===== src/rtl/pipe_stage_fifo.sv =====
// Elastic valid/ready buffer between pipeline stages: DEPTH-entry circular store with an
// optional fall-through path that forwards a beat in the same cycle when the buffer is empty.
module pipe_stage_fifo #(
   parameter int unsigned WIDTH = 32,
   parameter int unsigned DEPTH = 2,
   parameter int unsigned FLOW  = 0
) (
   input  logic                     clk,
   input  logic                     rst,
   input  logic                     flush,
   input  logic                     s_valid,
   output logic                     s_ready,
   input  logic [WIDTH-1:0]         s_data,
   output logic                     m_valid,
   input  logic                     m_ready,
   output logic [WIDTH-1:0]         m_data,
   output logic [$clog2(DEPTH):0]   count
);

   localparam int unsigned PtrW = $clog2(DEPTH);
   localparam int unsigned CntW = PtrW + 1;
   localparam logic [CntW-1:0] CountFull = CntW'(DEPTH);

   logic [WIDTH-1:0] mem_q [DEPTH];
   logic [PtrW-1:0]  rd_ptr_q, rd_ptr_d;
   logic [PtrW-1:0]  wr_ptr_q, wr_ptr_d;
   logic [CntW-1:0]  count_q, count_d;

   logic active;
   logic empty;
   logic full;
   logic bypass_sel;
   logic push;
   logic pop;
   logic store;
   logic pop_mem;

   assign active = !rst && !flush;
   assign empty  = (count_q == '0);
   assign full   = (count_q == CountFull);

   // Fall-through path is only selected while nothing is stored.
   assign bypass_sel = (FLOW != 0) && empty;

   always_comb begin
      s_ready = active && !full;
      if (bypass_sel) begin
         m_valid = s_valid && active;
         m_data  = s_data;
      end else begin
         m_valid = active && !empty;
         m_data  = mem_q[rd_ptr_q];
      end
   end

   assign push = s_valid && s_ready;
   assign pop  = m_valid && m_ready;

   // A bypassed beat is both pushed and popped but never touches storage.
   assign store   = push && !(bypass_sel && m_ready);
   assign pop_mem = pop && !bypass_sel;

   always_comb begin
      rd_ptr_d = rd_ptr_q;
      wr_ptr_d = wr_ptr_q;
      count_d  = count_q;
      if (flush) begin
         rd_ptr_d = '0;
         wr_ptr_d = '0;
         count_d  = '0;
      end else begin
         if (store) begin
            wr_ptr_d = wr_ptr_q + 1'b1;
         end
         if (pop_mem) begin
            rd_ptr_d = rd_ptr_q + 1'b1;
         end
         unique case ({store, pop_mem})
            2'b10:   count_d = count_q + 1'b1;
            2'b01:   count_d = count_q - 1'b1;
            default: count_d = count_q;
         endcase
      end
   end

   always_ff @(posedge clk) begin
      if (rst) begin
         rd_ptr_q <= '0;
         wr_ptr_q <= '0;
         count_q  <= '0;
         for (int unsigned i = 0; i < DEPTH; i++) begin
            mem_q[i] <= '0;
         end
      end else begin
         rd_ptr_q <= rd_ptr_d;
         wr_ptr_q <= wr_ptr_d;
         count_q  <= count_d;
         if (store && !flush) begin
            mem_q[wr_ptr_q] <= s_data;
         end
      end
   end

   assign count = count_q;

endmodule


===== config.mk =====
export PLATFORM = sky130hd
export DESIGN_NAME = pipe_stage_fifo
export DESIGN_NICKNAME = d
export VERILOG_FILES = /design/src/rtl/pipe_stage_fifo.sv
export SDC_FILE = /design/constraint.sdc
export NUM_CORES = 1
export LEC_CHECK = 0
export CAP_MARGIN = 15
export CORE_ASPECT_RATIO = 1.1
export CORE_MARGIN = 3
export CORE_UTILIZATION = 50
export DETAILED_ROUTE_END_ITERATION = 12
export GPL_TIMING_DRIVEN = 0
export PLACE_DENSITY = 0.87
export SYNTH_ARGS = -nofsm -noshare
export SYNTH_HDL_FRONTEND = slang
export SYNTH_SLANG_ARGS = --single-unit

===== constraint.sdc =====
create_clock -name clk -period 4.1 [get_ports clk]
set_clock_uncertainty 0.2 [all_clocks]
set_input_delay 0.82 -clock clk [delete_from_list [all_inputs] [get_ports clk]]
set_output_delay 0.82 -clock clk [all_outputs]
set_load 0.1 [all_outputs]

# --- Word level (Yosys, flattened, before mapping) ---
# Memories as Yosys holds them, arrays and structs flattened. A register that Yosys moved wholly into a read port is not among the register bits.
# Cells that the tools add are included.
op_classes:
  mul: 0
  magnitude_cmp: 0
  mux: 11
  bitwise_logic: 0
  n_shift: 0
  n_reduce_logical: 14
  n_eq_ne: 3
  div_mod_pow: 0
  addsub: 4
op_table:
  columns: ["operator", "n"]
  rows:
  - ["$mux 32", 1]
  - ["$reduce_or 32->1", 1]
  - ["$mux 1", 9]
  - ["$logic_and 1x1->1", 6]
  - ["$eq 2x2->1 const B", 2]
  - ["$logic_not 1->1", 4]
  - ["$pmux 2 s2", 1]
  - ["$add 1x1->1 const B", 2]
  - ["$add 2x1->2 const B", 1]
  - ["$eq 2x1->1 const B", 1]
  - ["$logic_not 2->1", 1]
  - ["$reduce_bool 2->1", 1]
  - ["$reduce_or 2->1", 1]
  - ["$sub 2x1->2 const B", 1]
word_totals:
  rom_bits: 0
  ramBits: 64
  latchBits: 0
  inputBits: 37
  out_inout_bits: 36
  wordCells: 36
  register_bits: 4
  n_memories: 1
memory_table:
  columns: ["memory", "words", "word_bits", "read_ports", "rd_ports_with_merged_regs", "wr", "line", "source"]
  rows:
  - ["mem_q", 2, 32, 1, 1, 2, "24", "logic [WIDTH-1:0] mem_q [DEPTH];"]

# --- Depth between registers and ports, before layout ---
depth:
  word_depth: 10
  mapped_depth: 7
  ltp_nobuf: 6

# --- Worst setup path after synthesis ---
# OpenSTA, ideal clock, no wires.
synth_path:
  path_kind: "flip-flop to output port"
  start: "reg count_q[0] (netlist: count[0])"
  end: "out s_ready"
  arrival_ns: 2.587
  path_stages_with_launch: 3
  required_ns: 3.080
  slack_ns: 0.493
  n_path_buf: 0
  cell_sequence: "dfxtp_1 > nor2b_1 > nor2_1"
synth_via:
  elab_chain_cells: 3
synth_rtl:
  columns: ["item", "line", "source"]
  rows:
  - ["start: declaration", "27", "logic [CntW-1:0] count_q, count_d;"]
  - ["start signal: assignment", "97", "count_q <= count_d;"]
  - ["$eq 2x2->1", "40", "assign full = (count_q == CountFull);"]
  - ["$logic_not 1->1", "46", "s_ready = active && !full;"]
  - ["$logic_and 1x1->1", "46", null]
  - ["end: declaration", "12", "output logic s_ready,"]
# No other way between the ends.

# --- Worst setup path after layout ---
layout_path:
  start: "in rst"
  end: "out s_ready"
layout_via:
  elab_chain_cells: 3
layout_rtl:
  columns: ["item", "line", "source"]
  rows:
  - ["start: declaration", "9", "input logic rst,"]
  - ["$logic_not 1->1", "38", "assign active = !rst && !flush;"]
  - ["$logic_and 1x1->1", "38", null]
  - ["$logic_and 1x1->1", "46", null]
# No other way between the ends.

==> flow_summary.json <==
{
  "peakVddDrop_v": 0.000263,
  "synth_fp_nets": 242,
  "cp_max_fo": 9,
  "r2r_setup_slack_ps": 1800,
  "syn_area_um2": 3030,
  "worstPathCellList": "clkdlybuf4s50_1, or2_1, buf_6, nor2_1, clkdlybuf4s50_1",
  "worstPathArrival_ps": 2870,
  "regToRegStartpoint": "count[0]",
  "place_inst": 353,
  "chipHeight_um": 87.7,
  "preCtsSetupSlack_ps": 205,
  "worstMarginPinSlew_ps": 1010,
  "finalNonFillerCells": 369,
  "setup_tns_ps": 0,
  "drive_gt1_frac": 0.178,
  "hold_path.class": "register to register",
  "clock-sinks": 69,
  "track_usage": 0.172,
  "synthCells": 204,
  "design.core.area_um2": 5810,
  "fin_area_um2": 4140,
  "ant_nets": 0,
  "overflow": 0,
  "ys_top_cells_by_area": "edfxtp_1 (63%), and2_1 (13%), mux2_2 (10%), dfxtp_1 (3.3%), mux2_1 (1.9%)",
  "avgSynthCellArea_um2": 14.9,
  "antenna_found_initial": 0,
  "tritoncts": "yes",
  "grt_pass1_vias": 1899,
  "wirelength_mm": 5.58,
  "max_cap_violations": 0,
  "dp_hpwl_mm": 3.72,
  "fp-row-count": 29,
  "path_clk_slew_ps": 70,
  "drtPass1Iterations": 4,
  "dieArea_um2": 7040,
  "min_period_ps": 3890,
  "yosysTopAreaCell": "edfxtp_1",
  "met3_usage": 0.0453,
  "synth.distinct_cells": 22,
  "cts_hold_buf": 0,
  "grtUsageMet1": 0.194,
  "startpoint": "rst",
  "numPortBuffers": 72,
  "hold_violations": 0,
  "critPathLaunchType": "primary input",
  "die_width_um": 80.3,
  "vias": 1795,
  "min_from": "rd_ptr_q",
  "end_kind": "output port",
  "drc": 0,
  "synth_warnings": 0,
  "setup_viol": 0,
  "cts_setup_buffers": 0,
  "dr.first_iter.drc_count": 51,
  "r2r.worst_path.cells": 3,
  "cp_slowest_cell": "clkdlybuf4s50_1",
  "gp_congestion": 0.701,
  "clockBufferDepth": 2,
  "worstSetupPathType": "primary input to output port",
  "post_drt_wl_per_cell_um": 15.1,
  "cts_resized": 0,
  "holdPathStages": 2,
  "start_util": 0.523,
  "max_slew_margin": 0.327,
  "io_pins": 73,
  "finalMaxSlewViolations": 0,
  "outcome": "complete, no violations",
  "leakagePower_nw": 1.55,
  "min_period_over_period": 0.948,
  "synth_top_area_share": 0.633,
  "synth-seq-cells": 69,
  "dpl_cell_area_um2": 3850,
  "power_density_nw_per_um2": 453,
  "layout-area-overhead-vs-synth_pct": 36.3,
  "utilization": 0.713,
  "n_fill_cell": 404,
  "top_usage_layer": "met2",
  "grt_use_met2": 0.294,
  "cp_slowest_stage_delay_ps": 1130,
  "rsz0062_at_grt": "false",
  "multi_input_area_um2": 933,
  "ys_seq_area_frac": 0.666,
  "fmax_mhz": 257,
  "ff_latch_area_um2": 2020,
  "h-tree-depth": 3,
  "viasPerCell": 4.86,
  "fin_ws_ps": 213,
  "diodes": 0,
  "worstPathRequired_ps": 3080,
  "grt_pass1_wl_mm": 8.89,
  "path_common_cell": "clkdlybuf4s50_1",
  "cts-root-buf": "clkbuf_8",
  "nets": 325,
  "clkLatencyLatePin_ps": 320,
  "grt_max_degree": 33,
  "cts_inserted_buffers": 9,
  "timing.rr.end": "mem_q[0][29]"
}
stage by stage:
stage	hold slack [ps]	power (mW)
finish	355	1.87
global route	391	1.93
CTS	364	1.89
detailed placement	327	1.12
global placement	285	1.12
floorplan	272	1.03
layout by cell type (no fill, tap or decap), drive strengths merged:
| master | count |
|---|---|
| buf | 7 |
| xor2 | 2 |
| mux2 | 32 |
| clkdlybuf4s50 | 72 |
| o21ai | 3 |
| xnor2 | 1 |
| nor2b | 1 |
| nor2 | 8 |
| and4 | 1 |
| edfxtp | 64 |
| clkinvlp | 1 |
| or2 | 3 |
| dfxtp | 5 |
| nor4 | 1 |
| or3 | 2 |
| bufinv | 5 |
| nand2b | 1 |
| ha | 1 |
| nand3 | 1 |
| a21oi | 2 |
| clkinv | 1 |
| clkbuf | 13 |
| and2 | 64 |
| inv | 1 |
power breakdown:
| part | internal, mW | switching (mW) |
|---|---|---|
| clock network | 0.525 | 0.241 |
| logic | 0.0901 | 0.206 |
| registers | 0.803 | 0.00813 |
cell usage after synthesis:
cell type,count
and2_1,64
edfxtp_1,64
mux2_2,27
nor2_1,8
dfxtp_1,5
mux2_1,5
buf_6,4
clkbuf_1,4
buf_2,3
o21ai_0,3
or2_1,3
a21oi_1,2
or3_1,2
xor2_1,2
and4_1,1
ha_1,1
inv_1,1
nand2b_1,1
nand3_1,1
nor2b_1,1
nor4_4,1
xnor2_1,1
worst max-delay path by stage:
stage	endpoint	slack, ps	cells past startpoint
after CTS	s_ready	200	5
final	s_ready	210	5
after detailed placement	m_valid	200	5
after global routing	s_ready	120	5
after global placement	mem_q[0][25]	200	5
after floorplan	s_ready	490	2
per-layer routing:
layer / share of wire / vias to the layer above
li1: - / 882
met1: 0.41 / 847
met2: 0.51 / 54
met3: 0.053 / 12
met4: 0.020 / 0
met5: 0 / -
final cells by class:
cell class	count	share of cell area
Clock buffer	9	0.0299
Tap cell	77	0.0233
Multi-Input combinational cell	123	0.226
Inverter	1	0.000907
Sequential cell	69	0.489
Timing Repair Buffer	72	0.174
Clock inverter	7	0.0390
Buffer	11	0.0181
state kept, by name, indices dropped and copies added, names as in the netlist, named ones only:
| signal | cells |
|---|---|
| mem_q | 64 |
| count | 2 |
| rd_ptr_q | 1 |
| wr_ptr_q | 1 |
critical path: cells and delay by family:
kind,cells,cell delay [ps]
buf+inv,3,1710
simple gates,2,330
kinds of logic (layout without fill, tap and decap cells):
family                     count (synthesis)  in the layout  share of synthesized area
DFF                                       69             69                      0.666
and+or+nand+nor                           82             82                      0.168
buffers and inverters                     12            100                     0.0260
AOI/OAI and AO/OA                          5              5                    0.00825
adders and majority gates                  1              1                    0.00412
muxes                                     32             32                      0.119
xor gates and xnor gates                   3              3                    0.00866
Power figures use the tool's default switching activity.
